==> src/rtl/keypad_scanner.sv <==
// rtl/keypad_scanner.sv - 4x4 keypad column scanner, debouncer and hex key encoder
// Optional auto-repeat while a key is held is built only when KEY_REPEAT_EN is defined.
module keypad_scanner #(
  parameter int SCAN_DIV     = 1000,
  parameter int DEBOUNCE_CNT = 8,
  parameter int REPEAT_DELAY = 250,
  parameter int REPEAT_RATE  = 50
) (
  input  logic       clk,
  input  logic       rst,
  input  logic [3:0] row_in,
  output logic [3:0] col_out,
  output logic [3:0] key_code,
  output logic       key_valid,
  output logic       key_down
);

  localparam int SW = $clog2(SCAN_DIV);
  localparam int DW = $clog2(DEBOUNCE_CNT + 1);
  localparam logic [SW-1:0] SLOT_LAST = SW'(SCAN_DIV - 1);
  localparam logic [DW-1:0] DEB_LAST  = DW'(DEBOUNCE_CNT);

  typedef enum logic [1:0] {S_SCAN, S_DEBOUNCE, S_HELD} state_t;

  state_t        state_q, state_d;
  logic [3:0]    row_meta_q, row_meta_d;
  logic [3:0]    row_s_q, row_s_d;
  logic [SW-1:0] slot_q, slot_d;
  logic [1:0]    col_q, col_d;
  logic [1:0]    cand_row_q, cand_row_d;
  logic [1:0]    cand_col_q, cand_col_d;
  logic [DW-1:0] deb_cnt_q, deb_cnt_d;
  logic [DW-1:0] rel_cnt_q, rel_cnt_d;
  logic [3:0]    key_code_q, key_code_d;
  logic          key_valid_q, key_valid_d;
  logic          key_down_q, key_down_d;

  logic          tick;
  logic          row_any;
  logic [1:0]    row_pri;
  logic          rel_sample;
  logic          accept;
  logic [3:0]    accept_code;

`ifdef KEY_REPEAT_EN
  localparam int RMAX = (REPEAT_DELAY > REPEAT_RATE) ? REPEAT_DELAY : REPEAT_RATE;
  localparam int RW   = $clog2(RMAX + 1);
  localparam logic [RW-1:0] RPT_DELAY_L = RW'(REPEAT_DELAY);
  localparam logic [RW-1:0] RPT_RATE_L  = RW'(REPEAT_RATE);
  logic [RW-1:0] rpt_cnt_q, rpt_cnt_d;
  logic          rpt_armed_q, rpt_armed_d;
`else
  logic unused_repeat_cfg;
  assign unused_repeat_cfg = (REPEAT_DELAY > 0) ^ (REPEAT_RATE > 0);
`endif

  assign tick       = (slot_q == SLOT_LAST);
  assign row_any    = (row_s_q != 4'hF);
  assign rel_sample = row_s_q[cand_row_q];

  // Lowest-numbered active row wins when several rows are low.
  always_comb begin
    row_pri = 2'd3;
    if (!row_s_q[0])      row_pri = 2'd0;
    else if (!row_s_q[1]) row_pri = 2'd1;
    else if (!row_s_q[2]) row_pri = 2'd2;
  end

  always_comb begin
    row_meta_d  = row_in;
    row_s_d     = row_meta_q;
    slot_d      = tick ? '0 : slot_q + 1'b1;
    state_d     = state_q;
    col_d       = col_q;
    cand_row_d  = cand_row_q;
    cand_col_d  = cand_col_q;
    deb_cnt_d   = deb_cnt_q;
    rel_cnt_d   = rel_cnt_q;
    key_code_d  = key_code_q;
    key_valid_d = 1'b0;
    key_down_d  = key_down_q;
    accept      = 1'b0;
    accept_code = 4'h0;
`ifdef KEY_REPEAT_EN
    rpt_cnt_d   = rpt_cnt_q;
    rpt_armed_d = rpt_armed_q;
`endif
    case (state_q)
      S_SCAN: begin
        if (tick) begin
          if (row_any) begin
            cand_row_d = row_pri;
            cand_col_d = col_q;
            deb_cnt_d  = DW'(1);
            if (DEBOUNCE_CNT == 1) begin
              accept      = 1'b1;
              accept_code = {row_pri, col_q};
            end else begin
              state_d = S_DEBOUNCE;
            end
          end else begin
            col_d = col_q + 2'd1;
          end
        end
      end
      S_DEBOUNCE: begin
        if (tick) begin
          if (row_any && (row_pri == cand_row_q)) begin
            deb_cnt_d = deb_cnt_q + 1'b1;
            if (deb_cnt_q + 1'b1 == DEB_LAST) begin
              accept      = 1'b1;
              accept_code = {cand_row_q, cand_col_q};
            end
          end else begin
            state_d   = S_SCAN;
            col_d     = col_q + 2'd1;
            deb_cnt_d = '0;
          end
        end
      end
      S_HELD: begin
        // Only the held key's row is watched, so other presses are locked out.
        if (tick) begin
          if (rel_sample) begin
`ifdef KEY_REPEAT_EN
            rpt_cnt_d   = '0;
            rpt_armed_d = 1'b0;
`endif
            if (rel_cnt_q + 1'b1 == DEB_LAST) begin
              state_d    = S_SCAN;
              col_d      = col_q + 2'd1;
              key_down_d = 1'b0;
              rel_cnt_d  = '0;
            end else begin
              rel_cnt_d = rel_cnt_q + 1'b1;
            end
          end else begin
            rel_cnt_d = '0;
`ifdef KEY_REPEAT_EN
            if (!rpt_armed_q) begin
              if (rpt_cnt_q + 1'b1 == RPT_DELAY_L) begin
                key_valid_d = 1'b1;
                rpt_armed_d = 1'b1;
                rpt_cnt_d   = '0;
              end else begin
                rpt_cnt_d = rpt_cnt_q + 1'b1;
              end
            end else if (rpt_cnt_q + 1'b1 == RPT_RATE_L) begin
              key_valid_d = 1'b1;
              rpt_cnt_d   = '0;
            end else begin
              rpt_cnt_d = rpt_cnt_q + 1'b1;
            end
`endif
          end
        end
      end
      default: state_d = S_SCAN;
    endcase
    if (accept) begin
      state_d     = S_HELD;
      key_valid_d = 1'b1;
      key_code_d  = accept_code;
      key_down_d  = 1'b1;
      deb_cnt_d   = '0;
      rel_cnt_d   = '0;
`ifdef KEY_REPEAT_EN
      rpt_cnt_d   = '0;
      rpt_armed_d = 1'b0;
`endif
    end
  end

  always_ff @(posedge clk or negedge rst) begin
    if (!rst) begin
      state_q     <= S_SCAN;
      row_meta_q  <= 4'hF;
      row_s_q     <= 4'hF;
      slot_q      <= '0;
      col_q       <= 2'd0;
      cand_row_q  <= 2'd0;
      cand_col_q  <= 2'd0;
      deb_cnt_q   <= '0;
      rel_cnt_q   <= '0;
      key_code_q  <= 4'h0;
      key_valid_q <= 1'b0;
      key_down_q  <= 1'b0;
`ifdef KEY_REPEAT_EN
      rpt_cnt_q   <= '0;
      rpt_armed_q <= 1'b0;
`endif
    end else begin
      state_q     <= state_d;
      row_meta_q  <= row_meta_d;
      row_s_q     <= row_s_d;
      slot_q      <= slot_d;
      col_q       <= col_d;
      cand_row_q  <= cand_row_d;
      cand_col_q  <= cand_col_d;
      deb_cnt_q   <= deb_cnt_d;
      rel_cnt_q   <= rel_cnt_d;
      key_code_q  <= key_code_d;
      key_valid_q <= key_valid_d;
      key_down_q  <= key_down_d;
`ifdef KEY_REPEAT_EN
      rpt_cnt_q   <= rpt_cnt_d;
      rpt_armed_q <= rpt_armed_d;
`endif
    end
  end

  assign col_out   = ~(4'b0001 << col_q);
  assign key_code  = key_code_q;
  assign key_valid = key_valid_q;
  assign key_down  = key_down_q;

endmodule

==> config.mk <==
export PLATFORM = sky130hd
export DESIGN_NAME = keypad_scanner
export DESIGN_NICKNAME = d
export VERILOG_FILES = /design/src/rtl/keypad_scanner.sv
export SDC_FILE = /design/constraint.sdc
export NUM_CORES = 1
export LEC_CHECK = 0
export CAP_MARGIN = 20
export CORE_ASPECT_RATIO = 0.6
export CORE_MARGIN = 5
export CORE_UTILIZATION = 57
export CTS_CLUSTER_DIAMETER = 40
export CTS_CLUSTER_SIZE = 12
export DETAILED_ROUTE_END_ITERATION = 8
export GPL_TIMING_DRIVEN = 0
export PLACE_DENSITY_LB_ADDON = 0.15
export SLEW_MARGIN = 40
export SYNTH_ARGS = -nofsm -noshare
export SYNTH_HDL_FRONTEND = slang
export SYNTH_SLANG_ARGS = --single-unit
==> constraint.sdc <==
create_clock -name clk -period 2.7 [get_ports clk]
set_input_delay 0.54 -clock clk [delete_from_list [all_inputs] [get_ports clk]]
set_output_delay 0.54 -clock clk [all_outputs]
set_load 0.01 [all_outputs]
== After elaboration in Yosys (flattened, before gate mapping) ==
Index checks and enable logic that the tools add are counted.
Operators by class
  magnitude comparators: 1
  equal/unequal tests: 21
  shifts and indexed selects: 1
  mux-type cells: 48
  add/subtract/negate cells: 4
  bitwise logic cells: 1
  reduce and logical (&&, ||, !) cells: 14
Operators by type and width (number)
  4-bit 2-to-1 mux: 14
  2-bit 2-to-1 mux: 17
  3-bit inequality test, second input constant: 7
  2-bit inequality test, second input constant: 7
  1-bit 2-to-1 mux: 12
  2-bit one-hot mux with 3 select lines: 2
  10-bit by 1-bit adder with 10-bit output, second input constant: 1
  10-bit equality test, second input constant: 1
  10-bit 2-to-1 mux: 1
  4-bit by 1-bit adder with 4-bit output, second input constant: 2
  4-bit equality test, second input constant: 2
  4-bit one-hot mux with 2 select lines: 1
  4-bit AND reduction: 2
  8-bit AND reduction: 1
  2-bit nonzero test: 4
  7-bit AND reduction: 1
  3-bit nonzero test: 2
  4-bit inequality test, second input constant: 1
  4-bit inverter: 1
  1-bit by 2-bit << shifter with 4-bit output, first input constant: 1
  2-bit by 3-bit less-than comparator with 1-bit output, second input constant: 1
  3-bit AND reduction: 1
  2-bit by 1-bit adder with 2-bit output, second input constant: 1
  1-bit binary-select mux with 2-bit select: 1
  6 further kinds: 6
Word-level totals
  logic and storage cells: 102
  output and inout bits: 10
  bits of input ports: 6
  flip-flop bits (word level): 40

== Depth between registers and ports, before layout ==
  depth in word-level cells: 10
  gate-level depth with buffers: 7
  depth with buffers taken out: 6

== Worst setup path after synthesis ==
OpenSTA, ideal clock, no wires.
  path kind: reg2reg
  start: register slot_q[0]
  end: register rel_cnt_q[0]
  required time: 2.575 ns
  path slack: 0.635 ns
  setup time: 0.125 ns
  cell stages (with the launch flop): 8
  period minus slack after synthesis: 2.065 ns
  arrival: 1.940 ns
  cells stage by stage: dfrtp_1 ha_1 nand4b_2 or3_1 buf_6 a21o_4 o22ai_4 mux2_4
Between the ends
  longest elaborated chain between the ends: 5
Ends and longest elaborated chain
  from (decl): RTL line 28  | logic [SW-1:0] slot_q, slot_d;
  from (signal assigned): RTL line 196  | slot_q <= slot_d;
  10-bit equality test *: RTL line 57  | assign tick = (slot_q == SLOT_LAST);
  1-bit 2-to-1 mux: RTL line 107  | if (tick) begin
  1-bit 2-to-1 mux: RTL line 88  | case (state_q)
  2-bit nonzero test (no line)
  2-bit AND reduction (no line)
  to (signal assigned): RTL line 201  | rel_cnt_q <= rel_cnt_d;
  to (decl): RTL line 33  | logic [DW-1:0] rel_cnt_q, rel_cnt_d;
Every way passes the cells marked *; elsewhere a longest branch is shown, timed or not.
A chain may end at the register's enable or synchronous reset.

== Final worst setup path ==
Ends and elaborated chain as after synthesis.

==> impl_metrics.tcl <==
set metrics [dict create \
    cts_buffers 5 \
    fin_crit_sh_pct 83.8 \
    max_freq_mhz 442 \
    fin_worst_skew_ps 9.33 \
    drtIter0Drc 67 \
    vias 1449 \
    finalInstanceArea_sq_um 2290 \
    final_hold_viol_count 0 \
    start_util_pct 60.4 \
    path_cells "ha_1, nand4b_2, or3_1, buf_6, a21o_4, o22ai_4, mux2_4" \
    drtAntennaViolNets 0 \
    n_antenna_cell 0 \
    synth_cells 182 \
    io_buffers 15 \
    die_h_um 56.0 \
    finalCriticalPeriod_ps 2260 \
    syn_nets 196 \
    antenna_found_initial 0 \
    cts.sinks 40 \
    maxCapViolations 0 \
    grt_overflow_total 0 \
    slowest_stage "or3_1" \
    setup-violations-final 0 \
    power_leakage_uw 0.00102 \
    grt_pass1_vias 1478 \
    ys_dominant_reg_cell "dfrtp_1" \
    dieArea_sq_um 4840 \
    synth_edf_count 0 \
    yosys_warnings 0 \
    h-tree-depth 2 \
    avgSynthCellArea_sq_um 11.0 \
    maxSlewViolCount 0 \
    rows 16 \
    synth_cell_types 55 \
    drc 0 \
    ys_seq_area_share_pct 50.4 \
    hpwl_mm 3.00 \
    cellPowerDensity_nw_per_um2 447 \
    clockBufferDepth 2 \
    cp_slowest_stage_delay_ps 410 \
    postCtsSetupBuffers 0 \
    slew-limit-headroom_pct 54.6 \
    drive_above_1_share_pct 16.6 \
    status "completed" \
    wl_mm 3.99 \
    path_clk_slew_ps 80 \
    crit_required_ps 2890 \
    crit_type "flop to flop" \
    async_reset_ff_share_pct 100 \
    ys_ff_latch 40 \
    grt_pass1_wl_mm 6.96 \
    rsz0062_at_grt "no" \
    dr.pass1.iters 5 \
    tightest_slew_ps 677 \
    start_kind "flop" \
    syn-cell-area_sq_um 2010 \
    cts_tree "built" \
    core_area_sq_um 3320 \
    gp_congestion 0.790 \
    irDropWorstVdd_mv 0.285 \
    ioPinCount 16 \
    viasPerCell 5.80 \
    postCtsHoldBufs 0 \
    cp_max_fo 10 \
    clock-root-buffer "clkbuf_8" \
    area_growth_pct 14.2 \
    grt_max_degree 41 \
    grt.total_usage_pct 18.8 \
    finalSetupTns_ps 0 \
    dpl-instance-area_sq_um 2210 \
    wl_per_cell_um 16.0 \
    cts-resized-gates 0 \
    clkLatencyLatePin_ps 300 \
    fp.dieW_um 86.6 \
    min_path_type "primary input to asynchronous set/reset pin" \
    crit_arrival_ps 2450 \
    endpoint_kind "flop" \
    fin_nets 218 \
]
synthesized netlist by cell type (all sizes together) (2+ instances only):
library cell,n,area share [%]
dfrtp,32,40
nand2,15,2.8
nor2,14,2.7
inv,13,2.4
nand3,11,2.7
o21ai,11,2.9
dfstp,8,10
ha,8,5.0
mux2,7,4.1
a21oi,5,1.4
xor2,4,1.7
nand4,3,0.94
o31ai,3,1.1
or2,3,0.94
xnor2,3,1.3
a21boi,2,0.75
and3,2,0.62
and3b,2,0.87
buf,2,1.1
nand2b,2,0.62
nor2b,2,0.62
nor3,2,0.75
o2111ai,2,0.87
o22ai,2,1.3
or3,2,0.62
layout by cell type, fill, tap and decap left out, types with 2 or more instances in the layout:
cell             instances
clkbuf_8                 5
clkbuf_1                 3
o21ai_0                  9
nand2b_1                 2
a21boi_0                 2
xnor2_1                  3
mux2_1                   3
or3_1                    2
mux2_2                   3
buf_6                    2
nand2_1                 15
clkdlybuf4s50_1         14
dfstp_2                  8
inv_1                   13
nor2_1                  13
or2_2                    3
o31ai_1                  3
dfrtp_1                 32
nand4_1                  3
and3b_1                  2
nor2b_1                  2
ha_1                     8
xor2_1                   4
o2111ai_1                2
nand3_1                 11
a21oi_1                  4
and3_1                   2
critical path, delay by kind of cell, from the launching register on:
family                   cells  cell delay, ps
AND/OR/NAND/NOR              2             580
buffers and inverters        1             170
multiplexers                 1             320
AO/OA/AOI/OAI                2             450
adder cells (fa/ha/maj)      1             240
flip-flops                   1             390
flip-flops by register name, summed over array words and instances, names as in the netlist:
| signal | count |
|---|---|
| slot_q | 10 |
| deb_cnt_q | 4 |
| key_code | 4 |
| rel_cnt_q | 4 |
| row_meta_q | 4 |
| row_s_q | 4 |
| cand_col_q | 2 |
| cand_row_q | 2 |
| col_q | 2 |
| state_q | 2 |
| key_down | 1 |
| key_valid | 1 |
worst paths after layout:
check,start,end,slack (ps),depth (start not counted)
setup / recovery,slot_q[0],rel_cnt_q[0],440,7
hold / removal,rst,rel_cnt_q[3],210,1
setup reg to reg,slot_q[0],rel_cnt_q[0],440,7
hold reg to reg,row_meta_q[3],row_s_q[3],360,0
max in group asynchronous,rst,row_s_q[1],2130,1
min in group clk,row_meta_q[3],row_s_q[3],360,0
cell type report:
type	count	area (sq um)
Buffer	3	26.3
Multi-Input combinational cell	126	920
Tap cell	45	56.3
Clock buffer	7	76.3
Fill cell	274	1030
Inverter	13	48.8
Sequential cell	40	1010
Timing Repair Buffer	15	148
Clock inverter	1	5.00
through the flow:
step | power [uW] | hold WS, ps | setup WS (ps) | util [%] | cells
after floorplan | 631 | 244 | 635 | - | 182
after global placement | 652 | 346 | 182 | 66.6 | 242
after detailed placement | 653 | 347 | 451 | 66.5 | 242
after CTS | 1030 | 220 | 437 | 68.9 | 250
after global routing | 1060 | 247 | 338 | 68.9 | 250
final | 1020 | 210 | 439 | 68.9 | 250
layer usage:
| metal | GRT usage [%] | part of all wire [%] | up-vias |
|---|---|---|---|
| li1 | - | - | 696 |
| met1 | 25.2 | 46 | 706 |
| met2 | 28.9 | 46 | 36 |
| met3 | 4.88 | 5.3 | 11 |
| met4 | 7.56 | 2.7 | 0 |
| met5 | 0 | 0 | - |
power breakdown:
| part | internal, uW | switching [uW] |
|---|---|---|
| logic | 9.93 | 16.4 |
| clock network | 181 | 202 |
| registers | 610 | 4.55 |
cells by family after synthesis:
logic type      share of synthesized area [%]
compound gates                           15.5
xor+xnor                                 3.06
fa+ha+maj                                4.99
buf+inv                                  3.74
flops                                    50.4
mux                                      5.74
simple gates                             16.6
No activity file was read; power rests on OpenSTA's default activity.
